===== src/rtl/rv_boot_loader_pkg.sv =====
// ---------------------------------------------------------------------------
// rv_boot_pkg
//   Shared types and constants for the RISC-V boot loader slice.
//   - boot_state_e   : loader FSM states
//   - HDR_BYTES      : bytes in the little-endian word-count header
//   - BYTES_PER_WORD : payload bytes per IMEM word (little-endian)
//   - CSUM_W         : width of the modular running checksum
//   - accepts_bytes(): states in which the byte stream is consumed
// ---------------------------------------------------------------------------
package rv_boot_pkg;

    typedef enum logic [2:0] {
        ST_HDR0,
        ST_HDR1,
        ST_DATA,
        ST_CSUM,
        ST_RUN,
        ST_ERROR
    } boot_state_e;

    localparam int HDR_BYTES      = 2;
    localparam int BYTES_PER_WORD = 4;
    localparam int CSUM_W         = 8;

    function automatic logic accepts_bytes(input boot_state_e s);
        return (s == ST_HDR0) || (s == ST_HDR1) || (s == ST_DATA) || (s == ST_CSUM);
    endfunction

endpackage


===== src/rtl/rv_boot_loader_byte_to_word.sv =====
// ---------------------------------------------------------------------------
// rv_byte_to_word
//   Little-endian byte-to-word assembler. The first byte of a word lands in
//   bits [7:0]. word_o and word_valid_o are combinational so the word is
//   available in the same cycle its last byte is pushed.
//   Ports:
//     clk, reset    : clock, asynchronous active-high reset
//     clear_i       : synchronous restart (index and partial word cleared)
//     push_i        : a byte is accepted this cycle
//     byte_i        : the accepted byte
//     word_o        : assembled word (valid when word_valid_o is high)
//     word_valid_o  : one-cycle pulse on the final byte of a word
// ---------------------------------------------------------------------------
module rv_byte_to_word
    import rv_boot_pkg::*;
(
    input  logic                          clk,
    input  logic                          reset,
    input  logic                          clear_i,
    input  logic                          push_i,
    input  logic [7:0]                    byte_i,
    output logic [8*BYTES_PER_WORD-1:0]   word_o,
    output logic                          word_valid_o
);

    localparam int                IDX_W    = $clog2(BYTES_PER_WORD);
    localparam logic [IDX_W-1:0]  LAST_IDX = IDX_W'(BYTES_PER_WORD - 1);
    localparam int                BUF_W    = 8 * (BYTES_PER_WORD - 1);

    logic [IDX_W-1:0] idx_q;
    logic [BUF_W-1:0] byte_buf_q;

    // Earlier bytes are shifted down so the buffer is already in final order.
    assign word_o       = {byte_i, byte_buf_q};
    assign word_valid_o = push_i && (idx_q == LAST_IDX);

    // NOTE: sequential state uses non-blocking assignments so every register
    // samples the pre-edge values of its peers, independent of block order.
    always_ff @(posedge clk or posedge reset) begin
        if (reset) begin
            idx_q      <= '0;
            byte_buf_q <= '0;
        end else if (clear_i) begin
            idx_q      <= '0;
            byte_buf_q <= '0;
        end else if (push_i) begin
            // Index is exactly wide enough to wrap back to 0 after the last byte.
            idx_q      <= idx_q + 1'b1;
            byte_buf_q <= {byte_i, byte_buf_q[BUF_W-1:8]};
        end
    end

endmodule


===== src/rtl/rv_boot_loader.sv =====
// ---------------------------------------------------------------------------
// rv_boot_loader
//   Loads a program image from a valid/ready byte stream into instruction
//   memory, verifies an 8-bit additive checksum, then releases the core from
//   reset. Frame: N[7:0], N[15:8], 4*N little-endian payload bytes, checksum.
//   The checksum is the modular sum of header and payload bytes.
//
//   Build option: define BOOT_RELOAD_EN to add the `reload` input, which
//   restarts the loader from RUN or ERROR without a full reset.
//
//   Ports:
//     clk, reset          : clock, asynchronous active-high reset
//     rx_valid, rx_data   : incoming byte stream
//     rx_ready            : loader can accept a byte (registered)
//     imem_we             : one-cycle IMEM write strobe per word
//     imem_addr           : IMEM word address (holds between strobes)
//     imem_wdata          : IMEM write data (holds between strobes)
//     core_reset          : active-high reset to the core
//     done                : image loaded and verified, core running
//     err                 : image rejected (sticky)
//     reload              : restart request (BOOT_RELOAD_EN only)
// ---------------------------------------------------------------------------
module rv_boot_loader
    import rv_boot_pkg::*;
#(
    parameter int ADDR_W    = 8,
    parameter int MAX_WORDS = 256
) (
    input  logic              clk,
    input  logic              reset,
    input  logic              rx_valid,
    input  logic [7:0]        rx_data,
    output logic              rx_ready,
    output logic              imem_we,
    output logic [ADDR_W-1:0] imem_addr,
    output logic [31:0]       imem_wdata,
    output logic              core_reset,
    output logic              done,
    output logic              err
`ifdef BOOT_RELOAD_EN
    ,
    input  logic              reload
`endif
);

    localparam int               LEN_W = 8 * HDR_BYTES;
    localparam logic [LEN_W-1:0] MAX_N = LEN_W'(MAX_WORDS);

    boot_state_e        state_q, state_d;
    logic [LEN_W-1:0]   n_q;
    logic [LEN_W-1:0]   word_idx_q;
    logic [CSUM_W-1:0]  csum_q;
    logic               rx_ready_q;
    logic               imem_we_q;
    logic [ADDR_W-1:0]  imem_addr_q;
    logic [31:0]        imem_wdata_q;
    logic               core_reset_q;
    logic               done_q;
    logic               err_q;

    logic               accept;
    logic               reload_req;
    logic               restart;
    logic               word_valid;
    logic [31:0]        word;
    logic [LEN_W-1:0]   n_full;

`ifdef BOOT_RELOAD_EN
    assign reload_req = reload;
`else
    assign reload_req = 1'b0;
`endif

    assign accept  = rx_valid && rx_ready_q;
    assign restart = reload_req && ((state_q == ST_RUN) || (state_q == ST_ERROR));
    // Full word count as it becomes known on the second header byte.
    assign n_full  = {rx_data, n_q[7:0]};

    rv_byte_to_word u_byte_to_word (
        .clk          (clk),
        .reset        (reset),
        .clear_i      (restart),
        .push_i       (accept && (state_q == ST_DATA)),
        .byte_i       (rx_data),
        .word_o       (word),
        .word_valid_o (word_valid)
    );

    // NOTE: state_d is assigned first on every path so the combinational
    // block can never hold a previous value and infer a latch.
    always_comb begin
        state_d = state_q;
        unique case (state_q)
            ST_HDR0: if (accept) state_d = ST_HDR1;
            ST_HDR1: begin
                if (accept) begin
                    if (n_full > MAX_N)      state_d = ST_ERROR;
                    else if (n_full == '0)   state_d = ST_CSUM;
                    else                     state_d = ST_DATA;
                end
            end
            ST_DATA: begin
                if (word_valid && (word_idx_q == n_q - LEN_W'(1))) state_d = ST_CSUM;
            end
            ST_CSUM: begin
                if (accept) state_d = (rx_data == csum_q) ? ST_RUN : ST_ERROR;
            end
            ST_RUN, ST_ERROR: if (restart) state_d = ST_HDR0;
            default: state_d = ST_HDR0;
        endcase
    end

    always_ff @(posedge clk or posedge reset) begin
        if (reset) begin
            state_q      <= ST_HDR0;
            n_q          <= '0;
            word_idx_q   <= '0;
            csum_q       <= '0;
            rx_ready_q   <= 1'b0;
            imem_we_q    <= 1'b0;
            imem_addr_q  <= '0;
            imem_wdata_q <= '0;
            core_reset_q <= 1'b1;
            done_q       <= 1'b0;
            err_q        <= 1'b0;
        end else begin
            state_q    <= state_d;
            // Registered from the next state so it lines up with state_q.
            rx_ready_q <= accepts_bytes(state_d);
            imem_we_q  <= 1'b0;

            if (accept && (state_q != ST_CSUM)) csum_q <= csum_q + rx_data;

            unique case (state_q)
                ST_HDR0: if (accept) n_q[7:0] <= rx_data;
                ST_HDR1: begin
                    if (accept) begin
                        n_q <= n_full;
                        if (n_full > MAX_N) err_q <= 1'b1;
                    end
                end
                ST_DATA: begin
                    if (word_valid) begin
                        imem_we_q    <= 1'b1;
                        imem_addr_q  <= word_idx_q[ADDR_W-1:0];
                        imem_wdata_q <= word;
                        word_idx_q   <= word_idx_q + LEN_W'(1);
                    end
                end
                ST_CSUM: begin
                    if (accept) begin
                        if (rx_data == csum_q) begin
                            core_reset_q <= 1'b0;
                            done_q       <= 1'b1;
                        end else begin
                            err_q <= 1'b1;
                        end
                    end
                end
                ST_RUN, ST_ERROR: begin
                    // IMEM address/data keep their last values across a restart.
                    if (restart) begin
                        core_reset_q <= 1'b1;
                        done_q       <= 1'b0;
                        err_q        <= 1'b0;
                        n_q          <= '0;
                        word_idx_q   <= '0;
                        csum_q       <= '0;
                    end
                end
                default: ;
            endcase
        end
    end

    assign rx_ready   = rx_ready_q;
    assign imem_we    = imem_we_q;
    assign imem_addr  = imem_addr_q;
    assign imem_wdata = imem_wdata_q;
    assign core_reset = core_reset_q;
    assign done       = done_q;
    assign err        = err_q;

endmodule


===== config.mk =====
export PLATFORM = sky130hd
export DESIGN_NAME = rv_boot_loader
export DESIGN_NICKNAME = d
export VERILOG_FILES = /design/src/rtl/rv_boot_loader_pkg.sv /design/src/rtl/rv_boot_loader_byte_to_word.sv /design/src/rtl/rv_boot_loader.sv
export SDC_FILE = /design/constraint.sdc
export NUM_CORES = 1
export LEC_CHECK = 0
export ABC_AREA = 1
export CORE_AREA = 3 3 101 103
export DETAILED_ROUTE_END_ITERATION = 7
export DIE_AREA = 0 0 104 106
export GPL_ROUTABILITY_DRIVEN = 0
export PLACE_DENSITY = 0.88
export SYNTH_ARGS = -nofsm -noshare
export SYNTH_HDL_FRONTEND = slang
export SYNTH_HIERARCHICAL = 1
export SYNTH_SLANG_ARGS = --single-unit

===== constraint.sdc =====
create_clock -name clk -period 7.3 [get_ports clk]
set_input_delay 1.46 -clock clk [delete_from_list [all_inputs] [get_ports clk]]
set_output_delay 1.46 -clock clk [all_outputs]
set_load 0.03 [all_outputs]

# After elaboration in Yosys (flattened, before gate mapping)
# Index checks and enable logic that the tools add are counted.
# classes
n_eq_ne	16
reduce_logical	18
n_lt_le_gt_ge	1
n_mux	17
n_addsub	4
bitwise	1
# op_table
operator	n
16-bit by 1-bit adder with 16-bit output (second input constant)	1
16-bit == test	1
16-bit by 9-bit > comparator with 1-bit output (second input constant)	1
16-bit logical NOT	1
8-bit one-hot mux with 2 select lines	1
16-bit by 1-bit subtractor with 16-bit output (second input constant)	1
3-bit 2-to-1 mux	5
3-bit one-hot mux with 5 select lines	1
3-bit by 2-bit == test with 1-bit output (second input constant)	4
8-bit adder	1
8-bit == test	1
1-bit 2-to-1 mux	8
8-bit 2-to-1 mux	1
2-bit != test (second input constant)	4
3-bit by 1-bit == test with 1-bit output (second input constant)	2
3-bit == test (second input constant)	2
3-bit logical NOT	2
3-bit AND reduction	2
1-bit logical AND	5
5-bit AND reduction	1
2-bit AND reduction	2
1-bit logical OR	3
3-bit by 2-bit != test with 1-bit output (second input constant)	1
2-bit by 1-bit adder with 2-bit output (second input constant)	1
5 further kinds	5
# totals
elab_cells	71
regBits	114
output_inout_bits	45
in_bits	11

# Logic depth before layout (Yosys ltp)
# logic_depth
depth_word	10
mapped_depth	19
mapped_depth_nobuf	17

# Hierarchy
# Netlist, hierarchy kept.
# by_module_without_submodules
mod	cells_per_inst	seq_area_each_um2	area_each_um2	n_inst
rv_boot_loader	563	2203.4	4451.8	1
rv_byte_to_word	126	650.6	1132.3	1

# Worst setup path before layout
# OpenSTA, ideal clock, no wires.
# synth_path
path_type	input to register
start	input rx_valid
end	register word_idx_q[15]
arrival_ns	3.017
slack_ns	4.166
path_stages	17
required_ns	7.183
setup_time_ns	0.117
path_buffers	2
cell_sequence	nand2_1 -> nor2_1 -> buf_6 -> buf_2 -> nand2_1 -> inv_1 -> nand3_4 -> clkinv_2 -> nand2_4 -> nor2_4 -> nand3_2 -> nor2_4 -> nand2_2 -> clkinv_1 -> nand3_1 -> nand2_1 -> nand2_1
# synth_between
elab_chain_len	4
# synth_lines
element	line_no	text
start: declaration	rv_boot_loader.sv:31	input logic rx_valid,
1-bit logical AND	rv_boot_loader.sv:74	assign accept = rx_valid && rx_ready_q;
1-bit logical AND	rv_boot_loader.sv:83	.push_i (accept && (state_q == ST_DATA)),
1-bit logical AND	rv_boot_loader_byte_to_word.sv:35	assign word_valid_o = push_i && (idx_q == LAST_IDX);
named net word_valid	rv_boot_loader.sv:64	logic word_valid;
2-bit AND reduction (no line)	n/a	
end signal: assignment	rv_boot_loader.sv:147	word_idx_q <= word_idx_q + LEN_W'(1);
end: declaration	rv_boot_loader.sv:51	logic [LEN_W-1:0] word_idx_q;
# The timed path passes the listed nets, and every way through them passes these cells.
# A chain may end at the register's enable or synchronous reset.

# Worst setup path after layout
# Ends and elaborated chain as after synthesis.

==> results.py <==
metrics = {
    "timing": {
        "worst_pin_slew_ns": 1.09,
        "hold_viol": 0,
        "setup_viol": 0,
        "post-route-period-util": 0.559,
        "period_needed_ns": 4.08,
        "relSlewSlack": 0.275,
        "fmax_ghz": 0.245,
        "skew_ns": 0.00970,
        "setup_tns_ns": 0,
        "slew_viol_final": 0,
        "rsz0062_at_grt": "false",
    },
    "cts": {
        "ctsResizeCount": 0,
        "clk_pin_slew_worst_paths_ns": 0.06,
        "insertion_delay_ns": 0.53,
        "cts_sinks": 114,
        "clockRootBuffer": "clkbuf_8",
        "clk_path_buf_depth": 2,
        "post_cts_buffers": 0,
        "cts_tree": "built",
        "numCtsBuffers": 17,
        "ctsHoldBuffers": 0,
        "cts.htree.levels": 4,
    },
    "floorplan": {
        "dieArea_um2": 11000,
        "die_h_um": 106,
        "io_pins": 56,
        "initial_utilization": 0.601,
        "rows": 35,
        "core_um2": 9280,
        "die_w_um": 104,
    },
    "layout": {
        "nNetsFinal": 762,
        "fillers": 683,
        "final_util": 0.727,
        "layout.cells.non_filler": 882,
        "area_growth_pct": 20.8,
        "drive_gt1_frac": 0.0651,
        "antenna_cells": 0,
    },
    "synth": {
        "synth-compound-area-share": 0.0542,
        "yosysSeqAreaShare": 0.511,
        "yosysTopAreaCell": "dfrtp_1",
        "synth-edff-count": 0,
        "synthXorXnorAreaFrac": 0.0417,
        "synth_most_common_cell": "nand2_1",
        "syn_avg_cell_area_um2": 8.10,
        "synth_simple_gate_area_frac": 0.296,
        "async_flop_share": 1.00,
        "ys_seq_elements": 114,
        "synth_top_area_frac": 0.506,
        "synthTopCellsByCount": "271 x nand2_1, 113 x dfrtp_1, 59 x inv_1",
        "synthAdderAreaFrac": 0.0260,
        "yosysUniqueCellTypes": 41,
        "syn_inst": 689,
        "synth_top_family_by_area": "simple AND/OR/NAND/NOR gates",
        "ys_warn_count": 6,
        "yosys-top-cells-area": "dfrtp_1 51%, nand2_1 18%, nand3_1 4.7%, inv_1 4.0%, o21ai_0 3.7%",
        "synthesis.area_um2": 5580,
        "synthMuxAreaShare": 0,
        "synth_flop_cell": "dfrtp_1",
    },
    "setup_path": {
        "max_stage_delay_ns": 0.60,
        "path_cells": "clkdlybuf4s50_1 -> nand2_1 -> nor2_1 -> buf_4 -> nand2_1 -> inv_1 -> nand3_4 -> clkinv_2 -> nand2_4 -> nor2_4 -> nand3_2 -> nor2_4 -> nand2_2 -> clkinv_1 -> nand3_1 -> nand2_1 -> nand2_1",
        "cp.required_ns": 7.72,
        "worst_setup_path_end_kind": "flop",
        "worst_path_most_repeated_cell": "nand2_1",
        "crit_arrival_ns": 4.50,
        "cp_slowest_cell": "clkinv_2",
        "worst_setup_path_start_kind": "input port",
        "worstSetupPathType": "in2reg",
        "crit_fanout": 54,
    },
    "detailed_routing": {
        "routed_wl_um": 13100,
        "firstDrtPassIters": 5,
        "drt_iter0_drc": 402,
        "ant_nets": 0,
        "routedWlPerCell_um": 14.8,
        "post_drt_via_cell_ratio": 5.43,
        "drc": 0,
        "vias": 4790,
    },
    "placement": {
        "io_buffers": 55,
        "dp.cells": 850,
        "dpl.hpwl_um": 8630,
    },
    "power_and_ir_drop": {
        "cellPowerDensity_nw_per_um2": 316,
        "cellLeakagePower_uw": 0.00353,
        "vdd_drop_max_uv": 176,
    },
    "global_routing": {
        "grt_usage": 0.249,
        "antenna_found_initial": 0,
        "grt_remaining_overflow": 0,
        "grt_pass1_vias": 4765,
        "grt_max_degree": 89,
        "grt_first_pass_wirelength_um": 22000,
    },
    "min_path": {
        "hp-class": "reg2reg",
    },
    "status": {
        "status": "complete, no violations",
    },
    "flow_run": {
        "drv_cap": 0,
    },
}
## sequential cells by signal (all words and copies together) (netlist names), 2 cells and up
name	flops
imem_wdata	32
u_byte_to_word/byte_buf_q	24
n_q	16
word_idx_q	16
csum_q	8
imem_addr	8
state_q	3
u_byte_to_word/idx_q	2
## per-layer routing
metal  up-vias  GRT usage  wire (um)  part of all wire
met5         -          0          0                 0
met4         0      0.123        411             0.031
met3        47     0.0583        760             0.058
met2       201      0.410       6370              0.49
met1      2276      0.310       5540              0.42
li1       2266          -          -                 -
## placed cells by master, fill, tap and decap left out, types with 4 or more instances in the layout
cell / count
o21ai_0: 41
nand2_1: 271
clkbuf_16: 16
dfrtp_1: 113
a21oi_1: 5
nand4_1: 8
xor2_1: 18
inv_6: 5
nand3b_1: 4
nand3_1: 52
clkinvlp_4: 4
clkdlybuf4s50_1: 55
nor2_4: 4
ha_1: 10
inv_1: 58
nor2_1: 44
xnor2_1: 6
## worst paths after layout
path                            cells past startpoint                   start  slack [ns]                                  endpoint
worst max-delay path                               17                rx_valid        3.22                word_idx_q[15]$_DFFE_PP0P_
worst min-delay path                                2  core_reset$_DFFE_PP1P_        0.45                    core_reset$_DFFE_PP1P_
worst max register to register                     17    state_q[2]$_DFF_PP0_        4.02                word_idx_q[15]$_DFFE_PP0P_
worst min register to register                      2  core_reset$_DFFE_PP1P_        0.45                    core_reset$_DFFE_PP1P_
max in group asynchronous                           3                   reset        4.97                     csum_q[4]$_DFFE_PP0P_
min in group asynchronous                           2                   reset        1.52  u_byte_to_word/byte_buf_q[6]$_DFFE_PP0P_
## report_power, final
part | internal (uW) | total (uW) | leakage [uW] | switching (uW)
clock network | 494 | 814 | 0.000276 | 320
registers | 709 | 784 | 0.00151 | 74.9
logic | 193 | 535 | 0.00174 | 342
total | 1400 | 2130 | 0.00353 | 737
## cells by family (layout without fill, tap and decap cells)
logic type | Yosys count | in the layout
flip-flops | 114 | 114
adder cells (fa/ha/maj) | 11 | 11
XOR/XNOR | 25 | 25
other | 1 | 2
AO/OA/AOI/OAI | 56 | 56
buffers and inverters | 89 | 152
AND/OR/NAND/NOR | 393 | 393
## worst max-delay path: cells and delay by family
family / cells / cell delay [ns]
buffers and inverters: 5 / 1.54
AND/OR/NAND/NOR: 12 / 1.48
## final cells by class
| class | instances | area (um^2) | area share |
|---|---|---|---|
| Timing Repair Buffer | 57 | 566 | 0.0838 |
| Multi-Input combinational cell | 487 | 2340 | 0.347 |
| Tap cell | 129 | 161 | 0.0239 |
| Clock inverter | 15 | 170 | 0.0252 |
| Inverter | 63 | 239 | 0.0354 |
| Sequential cell | 114 | 2850 | 0.423 |
| Clock buffer | 17 | 414 | 0.0614 |
## stage by stage
| stage | setup WS, ns | power (uW) | area (um^2) | hold slack (ns) |
|---|---|---|---|---|
| floorplan | 3.56 | 1190 | 5590 | 0.442 |
| global placement | 2.79 | 1280 | 6160 | 0.443 |
| detailed placement | 2.69 | 1310 | 6160 | 0.447 |
| CTS | 3.20 | 2130 | 6750 | 0.457 |
| global route | 2.88 | 2260 | 6750 | 0.478 |
| finish | 3.22 | 2130 | 6750 | 0.454 |
(Power assumes the default switching activity.)
